<file path="config.mk">
export PLATFORM = sky130hd
export DESIGN_NAME = qk_score_scaler
export DESIGN_NICKNAME = d
export VERILOG_FILES = /design/src/rtl/self_attention_pkg.sv /design/src/rtl/sync_fifo2.sv /design/src/rtl/qk_score_scaler.sv
export SDC_FILE = /design/constraint.sdc
export NUM_CORES = 1
export LEC_CHECK = 0
export ABC_AREA = 1
export ABC_CLOCK_PERIOD_IN_PS = 20600
export BUFFER_PORTS_ARGS = -buffer_cell sky130_fd_sc_hd__buf_2
export CAP_MARGIN = 0
export CORE_MARGIN = 5
export CORE_UTILIZATION = 40
export DETAILED_ROUTE_END_ITERATION = 8
export PLACE_DENSITY = 0.72
export SLEW_MARGIN = 5
export SYNTH_ARGS = -nofsm -noshare
export SYNTH_HDL_FRONTEND = slang
export SYNTH_SLANG_ARGS = --single-unit
</file>
<file path="constraint.sdc">
create_clock -name clk -period 20.6 [get_ports clk]
set_input_delay 4.12 -clock clk [delete_from_list [all_inputs] [get_ports clk]]
set_output_delay 4.12 -clock clk [all_outputs]
set_load 0.02 [all_outputs]
</file>
<file path="src/rtl/self_attention_pkg.sv">
// Shared types and helpers for the self-attention head stages.
// Holds the stage FSM encoding and the round/saturate score helper.
package self_attention_pkg;

    typedef enum logic [1:0] {
        IDLE,
        ACTIVE,
        DRAIN
    } state_t;

    localparam int SHIFT_QK = 4;

    // Round-half-up divide by 2^sh, then clamp to a signed wout-bit range.
    function automatic logic signed [31:0] sat_round_shift(
        input logic signed [31:0] x,
        input int                 sh,
        input int                 wout
    );
        logic signed [31:0] s;
        logic signed [31:0] hi;
        logic signed [31:0] lo;
        s  = (x + (32'sd1 <<< (sh - 1))) >>> sh;
        hi = (32'sd1 <<< (wout - 1)) - 32'sd1;
        lo = -(32'sd1 <<< (wout - 1));
        if (s > hi) begin
            s = hi;
        end else if (s < lo) begin
            s = lo;
        end
        return s;
    endfunction

endpackage

</file>
<file path="src/rtl/sync_fifo2.sv">
// Two-entry synchronous FIFO with occupancy count.
// Head entry is presented combinationally from storage.
module sync_fifo2 #(
    parameter int W = 8
) (
    input  logic         clk,
    input  logic         rst,
    input  logic         push,
    input  logic [W-1:0] push_data,
    input  logic         pop,
    output logic [W-1:0] head,
    output logic [1:0]   count
);

    logic [W-1:0] mem [2];
    logic         wr_ptr;
    logic         rd_ptr;
    logic         do_push;
    logic         do_pop;

    assign do_push = push && (count != 2'd2);
    assign do_pop  = pop && (count != 2'd0);
    assign head    = mem[rd_ptr];

    always_ff @(posedge clk) begin
        if (rst) begin
            mem[0] <= '0;
            mem[1] <= '0;
            wr_ptr <= 1'b0;
            rd_ptr <= 1'b0;
            count  <= 2'd0;
        end else begin
            if (do_push) begin
                mem[wr_ptr] <= push_data;
                wr_ptr      <= ~wr_ptr;
            end
            if (do_pop) begin
                rd_ptr <= ~rd_ptr;
            end
            unique case ({do_push, do_pop})
                2'b10:   count <= count + 2'd1;
                2'b01:   count <= count - 2'd1;
                default: count <= count;
            endcase
        end
    end

endmodule

</file>
<file path="src/rtl/qk_score_scaler.sv">
// Scales raw Q*K^T scores by 2^-SHIFT with rounding and saturation,
// tracks the per-row maximum and buffers beats for the softmax stage.
module qk_score_scaler
    import self_attention_pkg::*;
#(
    parameter int WIDTH_IN      = 16,
    parameter int FRAC_WIDTH_IN = 8,
    parameter int WIDTH_OUT     = 16,
    parameter int LANES         = 8,
    parameter int SHIFT         = SHIFT_QK,
    parameter int ROW_BEATS     = 8,
    parameter int NUM_ROWS      = 64
) (
    input  logic                         clk,
    input  logic                         rst,
    input  logic                         start,
    input  logic                         in_valid,
    input  logic [LANES*WIDTH_IN-1:0]    in_data,
    output logic                         in_ready,
    output logic                         out_valid,
    input  logic                         out_ready,
    output logic [LANES*WIDTH_OUT-1:0]   out_data,
    output logic                         out_row_last,
    output logic [WIDTH_OUT-1:0]         out_row_max,
    output logic                         busy,
    output logic                         done
);

    localparam int BW = (ROW_BEATS > 1) ? $clog2(ROW_BEATS) : 1;
    localparam int RW = (NUM_ROWS > 1) ? $clog2(NUM_ROWS) : 1;
    localparam int DW = LANES * WIDTH_OUT;
    localparam int EW = DW + 1 + WIDTH_OUT;
    localparam logic signed [WIDTH_OUT-1:0] MOST_NEG =
        {1'b1, {(WIDTH_OUT - 1){1'b0}}};

    if (SHIFT < 1 || FRAC_WIDTH_IN >= WIDTH_IN) begin : g_bad_cfg
        $error("qk_score_scaler: invalid SHIFT or FRAC_WIDTH_IN");
    end

    state_t                      state;
    state_t                      state_next;
    logic [BW-1:0]               beat_cnt;
    logic [RW-1:0]               row_cnt;
    logic signed [WIDTH_OUT-1:0] row_max;
    logic signed [WIDTH_OUT-1:0] beat_max;
    logic signed [WIDTH_OUT-1:0] entry_max;
    logic [DW-1:0]               scaled;
    logic [1:0]                  fifo_count;
    logic [EW-1:0]               head;
    logic                        accept;
    logic                        pop;
    logic                        row_last;
    logic                        pass_last;
    logic                        pass_start;

    always_comb begin
        logic signed [31:0]          x;
        logic signed [31:0]          r;
        logic signed [WIDTH_OUT-1:0] lane;
        x        = '0;
        r        = '0;
        lane     = '0;
        scaled   = '0;
        beat_max = MOST_NEG;
        for (int i = 0; i < LANES; i++) begin
            x = {{(32 - WIDTH_IN){in_data[i*WIDTH_IN+WIDTH_IN-1]}},
                 in_data[i*WIDTH_IN +: WIDTH_IN]};
            r    = sat_round_shift(x, SHIFT, WIDTH_OUT);
            lane = r[WIDTH_OUT-1:0];
            scaled[i*WIDTH_OUT +: WIDTH_OUT] = lane;
            if (lane > beat_max) begin
                beat_max = lane;
            end
        end
    end

    assign entry_max  = (beat_max > row_max) ? beat_max : row_max;
    assign in_ready   = (state == ACTIVE) && (fifo_count < 2'd2);
    assign accept     = in_valid && in_ready;
    assign out_valid  = (fifo_count != 2'd0);
    assign pop        = out_valid && out_ready;
    assign row_last   = (beat_cnt == BW'(ROW_BEATS - 1));
    assign pass_last  = row_last && (row_cnt == RW'(NUM_ROWS - 1));
    assign pass_start = (state == IDLE) && start;
    assign busy       = (state != IDLE);

    always_comb begin
        state_next = state;
        done       = 1'b0;
        unique case (state)
            IDLE: begin
                if (start) begin
                    state_next = ACTIVE;
                end
            end
            ACTIVE: begin
                if (accept && pass_last) begin
                    state_next = DRAIN;
                end
            end
            DRAIN: begin
                if (fifo_count == 2'd0) begin
                    state_next = IDLE;
                    done       = 1'b1;
                end
            end
            default: state_next = IDLE;
        endcase
    end

    always_ff @(posedge clk) begin
        if (rst) begin
            state    <= IDLE;
            beat_cnt <= '0;
            row_cnt  <= '0;
            row_max  <= MOST_NEG;
        end else begin
            state <= state_next;
            if (pass_start) begin
                beat_cnt <= '0;
                row_cnt  <= '0;
                row_max  <= MOST_NEG;
            end else if (accept) begin
                if (row_last) begin
                    beat_cnt <= '0;
                    row_cnt  <= row_cnt + 1'b1;
                    row_max  <= MOST_NEG;
                end else begin
                    beat_cnt <= beat_cnt + 1'b1;
                    row_max  <= entry_max;
                end
            end
        end
    end

    sync_fifo2 #(
        .W(EW)
    ) u_fifo (
        .clk      (clk),
        .rst      (rst),
        .push     (accept),
        .push_data({scaled, row_last, entry_max}),
        .pop      (pop),
        .head     (head),
        .count    (fifo_count)
    );

    assign out_data     = head[EW-1 -: DW];
    assign out_row_last = head[WIDTH_OUT];
    assign out_row_max  = head[WIDTH_OUT-1:0];

endmodule

</file>
==> out/results.md, run 1 <==
- finished clean — outcome
- 45,090 sq um — area of the core
- 282 — number of ports placed on the die boundary
- 0 — drc violations
- u_fifo.rd_ptr$_SDFFE_PP0P_ — HP Start
- 0 — initial antenna violation count
- built — clock tree from TritonCTS
- 0.01312 ns — worst-case clock skew
- 75.69 mm — first-pass GRT wire length
- 19.15 ns — minimum period implied by the final worst setup slack
- state[0]$_SDFFE_PP0P_ — worst reg2reg path startpoint
- 48.43 mm — total wirelength of the detailed-routed design
- 0.06 ns — clock slew at reported path FFs
- 14,324 — via count of the first global-routing pass
- edfxtp_1, ha_1, mux2_2 — cells taking the most area after synthesis
- 0 — total setup violations reported at the end of the flow
- 0 — DRT antenna net count
- flop to flop — Worst Hold Class
- 0 — gr ovfl total
- 0 — diodes inserted
- input pin to flop — kind of critical path
- edfxtp_1 — Top FF cell, synth
- 40.11% — initial standard-cell utilization of the core
- 222.6 um — Die H
- 16.40% — area growth from synthesis to layout
- 2,238 — nets in the synthesized netlist
- 51 — Unique masters post-synth
- 78 — FP Rows
- 0 — # Max-Cap Violations
- 5.122 — DR vias/cell
- 0 — final number of max-transition violations
- nand2_1 — most repeated cell in the gate-level netlist after synthesis
- 0 ns — sum of negative setup slack
- nand2_1 — Crit path top cell by count
- 5.397% — Synth Area in Compound Gates
- 35.39 mm — half-perimeter wire length after placement
- 18,080 sq um — Post-Syn Area
- 8499 sq um — multi-input logic area
- flop — nature of the critical path endpoint
- 8392 sq um — area used by sequential logic in the layout
- 5 — first-pass iteration count of the detailed router
- 42.84% — fraction of post-synthesis cell area in the top cell type by area
- 49,560 sq um — area of the die
- nand2_1, nor2_1, edfxtp_1 — top cells by count, synth
- 290 — clk sink count
- 0.9134 — global placement routability congestion
- 23.86% — share of post-route cells with drive strength above 1
- 0% — async set-reset flop share out of synthesis
- in_data[19] — worst setup path startpoint
- 18.98% — Tot GR Track Use
- 28 — maximum fanout along the worst path
- 8.033% — post-synthesis mux area share
- 34 — Inserted Clock Buffers
- 19,870 sq um — cell area after placement
- 9.119 sq um — mean cell area of the mapped netlist
- 20.85 ns — Data required, critical path
- 257 — number of buffer cells added on primary ports
- 21,050 sq um — final design area excluding fillers
- 1.200 ns — Worst Tran Pin Value
- 19.40 ns — arrival time reported for the critical path endpoint
- 3 — Bufs on Longest Clock Path
- 2,834 — non-filler instance count after layout
- 2,465 — final layout net count
- 0 — count of hold-fix buffers inserted at cts
- 3.003% — post-synthesis xor/xnor area fraction
- 0.54 ns — clock latency reported for the late side of the worst-skew pair
- 222.6 um — width of the die
- 0 — Warnings, synthesis
- 92.94% — part of the cycle the worst path needs
- 1,983 — synthesized netlist cell count
- 19.72% — worst max-slew margin expressed relative to the limit
- 71 — pin count of the biggest net entering global routing
- 2,772 — number of instances in the placed design
- simple AND/OR/NAND/NOR gates — main combinational cell family by area after synthesis
- 0.44 ns — maximum cell stage delay along the critical path
- 4,255 — Layout fillers
- 21.88% — synthesized-area fraction occupied by and/or/nand/nor cells
- 258 — number of synthesized flops with an enable pin
- clkbuf_16 — Root Buffer
- 14,516 — total number of vias
- edfxtp_1 — most area-hungry cell type in the Yosys netlist
- 46.38% — portion of the post-synthesis area used by sequential elements
- 998 — violation count after the first detailed-routing iteration
- 8.441% — adder-cell share of the synthesized area
- input pin — critical path startpoint category
- 290 — number of synthesized register bits
- 52.23 MHz — achievable clock frequency
- o21ai_0 — slowest library cell on the worst path
- 0 — number of hold violations in the final report
- 2 — CTS H-tree depth
- 17.09 um — WL/cell
- 0.4650 ns — WHS
[final timing paths]
path              depth (start not counted)  slack [ns]                                to
setup / recovery                         97        1.45   u_fifo.mem[0][13]$_SDFFCE_PN0P_
hold / removal                            1        0.47                              flop
setup reg to reg                          7       15.76  u_fifo.mem[1][106]$_SDFFCE_PN0P_
hold reg to reg                           1        0.47                              flop
[metal layers]
metal	share of wire, %	up-vias	track usage [%]
li1	-	7094	-
met1	43	6887	25.26
met2	48	466	32.25
met3	6.5	69	2.788
met4	2.5	0	5.652
met5	0	-	0
[cell type report]
cell class	count	share of cell area (%)
clock buffer	45	4.637
clock inverter	15	0.8560
inverter	229	4.084
multi-input combinational	1384	40.38
sequential	290	39.87
tap	600	3.567
timing repair buffer	271	6.610
[sequential cells by signal, summed over array words and instances, names as in the netlist, named ones only]
| register | flops |
|---|---|
| u_fifo.count | 2 |
| u_fifo.mem | 258 |
| state | 2 |
| row_max | 16 |
| beat_cnt | 3 |
| u_fifo.rd_ptr | 1 |
| u_fifo.wr_ptr | 1 |
| row_cnt | 6 |
[critical path, delay by kind of cell]
family	cells	cell delay, ns
buf+inv	10	1.18
compound gates	25	5.19
xor+xnor	3	0.60
simple gates	50	5.64
fa+ha+maj	9	2.63
[what timing repair did]
action / 4_1_cts / 5_1_grt
buffers inserted: 0 / 2
resized for setup: 0 / 12
endpoints found under the setup margin: 0 / 48
endpoints found under the hold margin: 0 / 0
[logic make-up after synthesis]
group           count (synthesis)
buf+inv                       309
simple gates                  894
mux                           129
compound gates                177
fa+ha+maj                     122
flops                         290
xor+xnor                       62
[cell usage in the layout (no fill, tap or decap), types with 4 or more instances in the layout]
master | synthesis | final
nand2_1 | 344 | 341
nor2_1 | 331 | 331
edfxtp_1 | 258 | 258
buf_2 | 5 | 257
inv_1 | 225 | 225
mux2_2 | 129 | 129
ha_1 | 122 | 122
nand3_1 | 82 | 81
o21ai_0 | 80 | 69
a21oi_1 | 65 | 65
xor2_1 | 52 | 52
clkbuf_16 | 0 | 37
dfxtp_1 | 32 | 31
nand3_2 | 30 | 30
nand4_1 | 29 | 29
nand2_2 | 20 | 19
nor3_1 | 19 | 19
buf_4 | 16 | 14
o21ai_1 | 2 | 13
xnor2_1 | 10 | 10
nand2_4 | 5 | 9
and2_1 | 8 | 8
or2_2 | 7 | 7
a21o_1 | 6 | 6
clkinv_1 | 1 | 6
clkbuf_1 | 54 | 6
nor3b_1 | 4 | 4
bufinv_16 | 0 | 4
[per-stage QoR]
| stage | setup WS (ns) | util (%) |
|---|---|---|
| final | 1.455 | 46.68 |
| after global placement | 1.033 | 44.08 |
| after global routing | -0.01732 | 46.68 |
| after detailed placement | 0.6092 | 44.08 |
| after floorplan | 2.899 | - |
| after CTS | 1.073 | 46.64 |
Power of run 1 is left out: the tool's default activity adds up to more than one toggle a clock period on the data nets, which glitch-free logic cannot reach.
==> run 2: changes to the inputs <==
--- a/config.mk
+++ b/config.mk
@@ -9,7 +9,7 @@
 export ABC_CLOCK_PERIOD_IN_PS = 20600
 export BUFFER_PORTS_ARGS = -buffer_cell sky130_fd_sc_hd__buf_2
 export CAP_MARGIN = 0
-export CORE_MARGIN = 5
+export CORE_MARGIN = 8
 export CORE_UTILIZATION = 40
 export DETAILED_ROUTE_END_ITERATION = 8
 export PLACE_DENSITY = 0.72
==> out/results.md, run 2 (synthesis gave the netlist of run 1 again) <==
- 14,795 — via count of the first global-routing pass
- input pin — critical path startpoint category
- 78 — FP Rows
- 72 — pin count of the biggest net entering global routing
- 0 — final number of max-transition violations
- 19.45 ns — arrival time reported for the critical path endpoint
- 228.6 um — width of the die
- 2,468 — final layout net count
- no — unrepaired setup endpoints after global routing
- flop — nature of the critical path endpoint
- u_fifo.mem — largest reg by FF count
- 2 — CTS H-tree depth
- 34 — Inserted Clock Buffers
- 78.09 mm — first-pass GRT wire length
- 5 — first-pass iteration count of the detailed router
- 1,070 — violation count after the first detailed-routing iteration
- 0.62 ns — maximum cell stage delay along the critical path
- nand2_1, nor2_1, edfxtp_1 — highest-count cells in the layout ignoring fill and taps
- 0.06 ns — clock slew at reported path FFs
- 4,219 — Layout fillers
- 282 — number of ports placed on the die boundary
- 18.61% — Tot GR Track Use
- 52,270 sq um — area of the die
- 257 — number of buffer cells added on primary ports
- 50.20 mm — total wirelength of the detailed-routed design
- built — clock tree from TritonCTS
- 0.53 ns — clock latency reported for the late side of the worst-skew pair
- 16.24 ns — slack of the worst reg-to-reg path
- 24.17% — share of post-route cells with drive strength above 1
- 0 — diodes inserted
- 19.21 ns — minimum period implied by the final worst setup slack
- 52.06 MHz — achievable clock frequency
- 44,990 sq um — area of the core
- 0 — # Max-Cap Violations
- 0 ns — sum of negative setup slack
- 228.6 um — Die H
- 22.76% — worst max-slew margin expressed relative to the limit
- 0 — number of hold violations in the final report
- 36.99 mm — half-perimeter wire length after placement
- 93.24% — part of the cycle the worst path needs
- 1.154 ns — Worst Tran Pin Value
- 0 — gr ovfl total
- flop to flop — Worst Hold Class
- 0.01283 ns — worst-case clock skew
- 14,676 — total number of vias
- 290 — clk sink count
- 5.171 — DR vias/cell
- 0.9142 — global placement routability congestion
- o21ai_0 — slowest library cell on the worst path
- nand2_1 — Crit path top cell by count
- input pin to flop — kind of critical path
- nand2_1 — most common cell after layout, fill and taps aside
- 0 — drc violations
- 28 — maximum fanout along the worst path
- 258 — Largest register FFs
- 1 — initial antenna violation count
- 40.19% — initial standard-cell utilization of the core
- 20.84 ns — Data required, critical path
- finished clean — outcome
- 0 — total setup violations reported at the end of the flow
- 17.69 um — WL/cell
- 16.72% — area growth from synthesis to layout
- u_fifo.mem x258, row_max x16, row_cnt x6 — largest registers
- 0 — DRT antenna net count
- clkbuf_16 — Root Buffer
- 3 — Bufs on Longest Clock Path
[run 2: path summary, 6_finish.rpt]
path,start,to,cells past startpoint
worst max-delay path,in_data[19],u_fifo.mem[1][13]$_SDFFCE_PN0P_,91
worst min-delay path,row_max[10]$_SDFFE_PP0P_,row_max[10]$_SDFFE_PP0P_,2
worst max register to register,state[0]$_SDFFE_PP0P_,u_fifo.mem[1][52]$_SDFFCE_PN0P_,9
worst min register to register,row_max[10]$_SDFFE_PP0P_,row_max[10]$_SDFFE_PP0P_,2
[run 2: metrics by stage]
| step | instances | worst slack [ns] | utilization [%] | hold slack (ns) | area [sq um] |
|---|---|---|---|---|---|
| after floorplan | 1983 | 2.899 | - | 0.4258 | 18080 |
| after global placement | 2773 | 1.019 | 44.19 | 0.4319 | 19880 |
| after detailed placement | 2773 | 0.6202 | 44.19 | 0.4533 | 19880 |
| after CTS | 2834 | 1.135 | 46.85 | 0.4671 | 21080 |
| after global routing | 2838 | 0.04133 | 46.92 | 0.4871 | 21110 |
| final | 2838 | 1.393 | 46.92 | 0.4711 | 21110 |
[run 2: area by class of cell]
cell class,instances,area (sq um),share of cell area (%)
clock buffer,43,968.4,4.588
clock inverter,18,229.0,1.085
inverter,229,859.6,4.072
multi-input combinational,1384,8494,40.24
sequential,290,8392,39.76
tap,600,750.7,3.557
timing repair buffer,274,1414,6.698
[run 2: what timing repair did]
action,CTS,global route
gates resized for setup,0,11
buffers inserted,0,4
endpoints found under the setup margin,0,48
hold buffers,0,0
[run 2: routing by layer]
metal  track usage [%]  share of wire, %  up-vias
li1                  -                 -     7094
met2             32.39                48      474
met1             22.39                42     7015
met3             4.294               6.6       91
met4             6.296               2.9        2
met5                 0             0.026        -
[run 2: worst max-delay path, delay by kind of cell]
kind,cells,cell delay [ns]
and+or+nand+nor,46,5.41
AOI/OAI and AO/OA,23,5.37
adders and majority gates,9,2.67
buffers and inverters,10,1.21
xor gates and xnor gates,3,0.62
Power of run 2 is left out for the same reason.
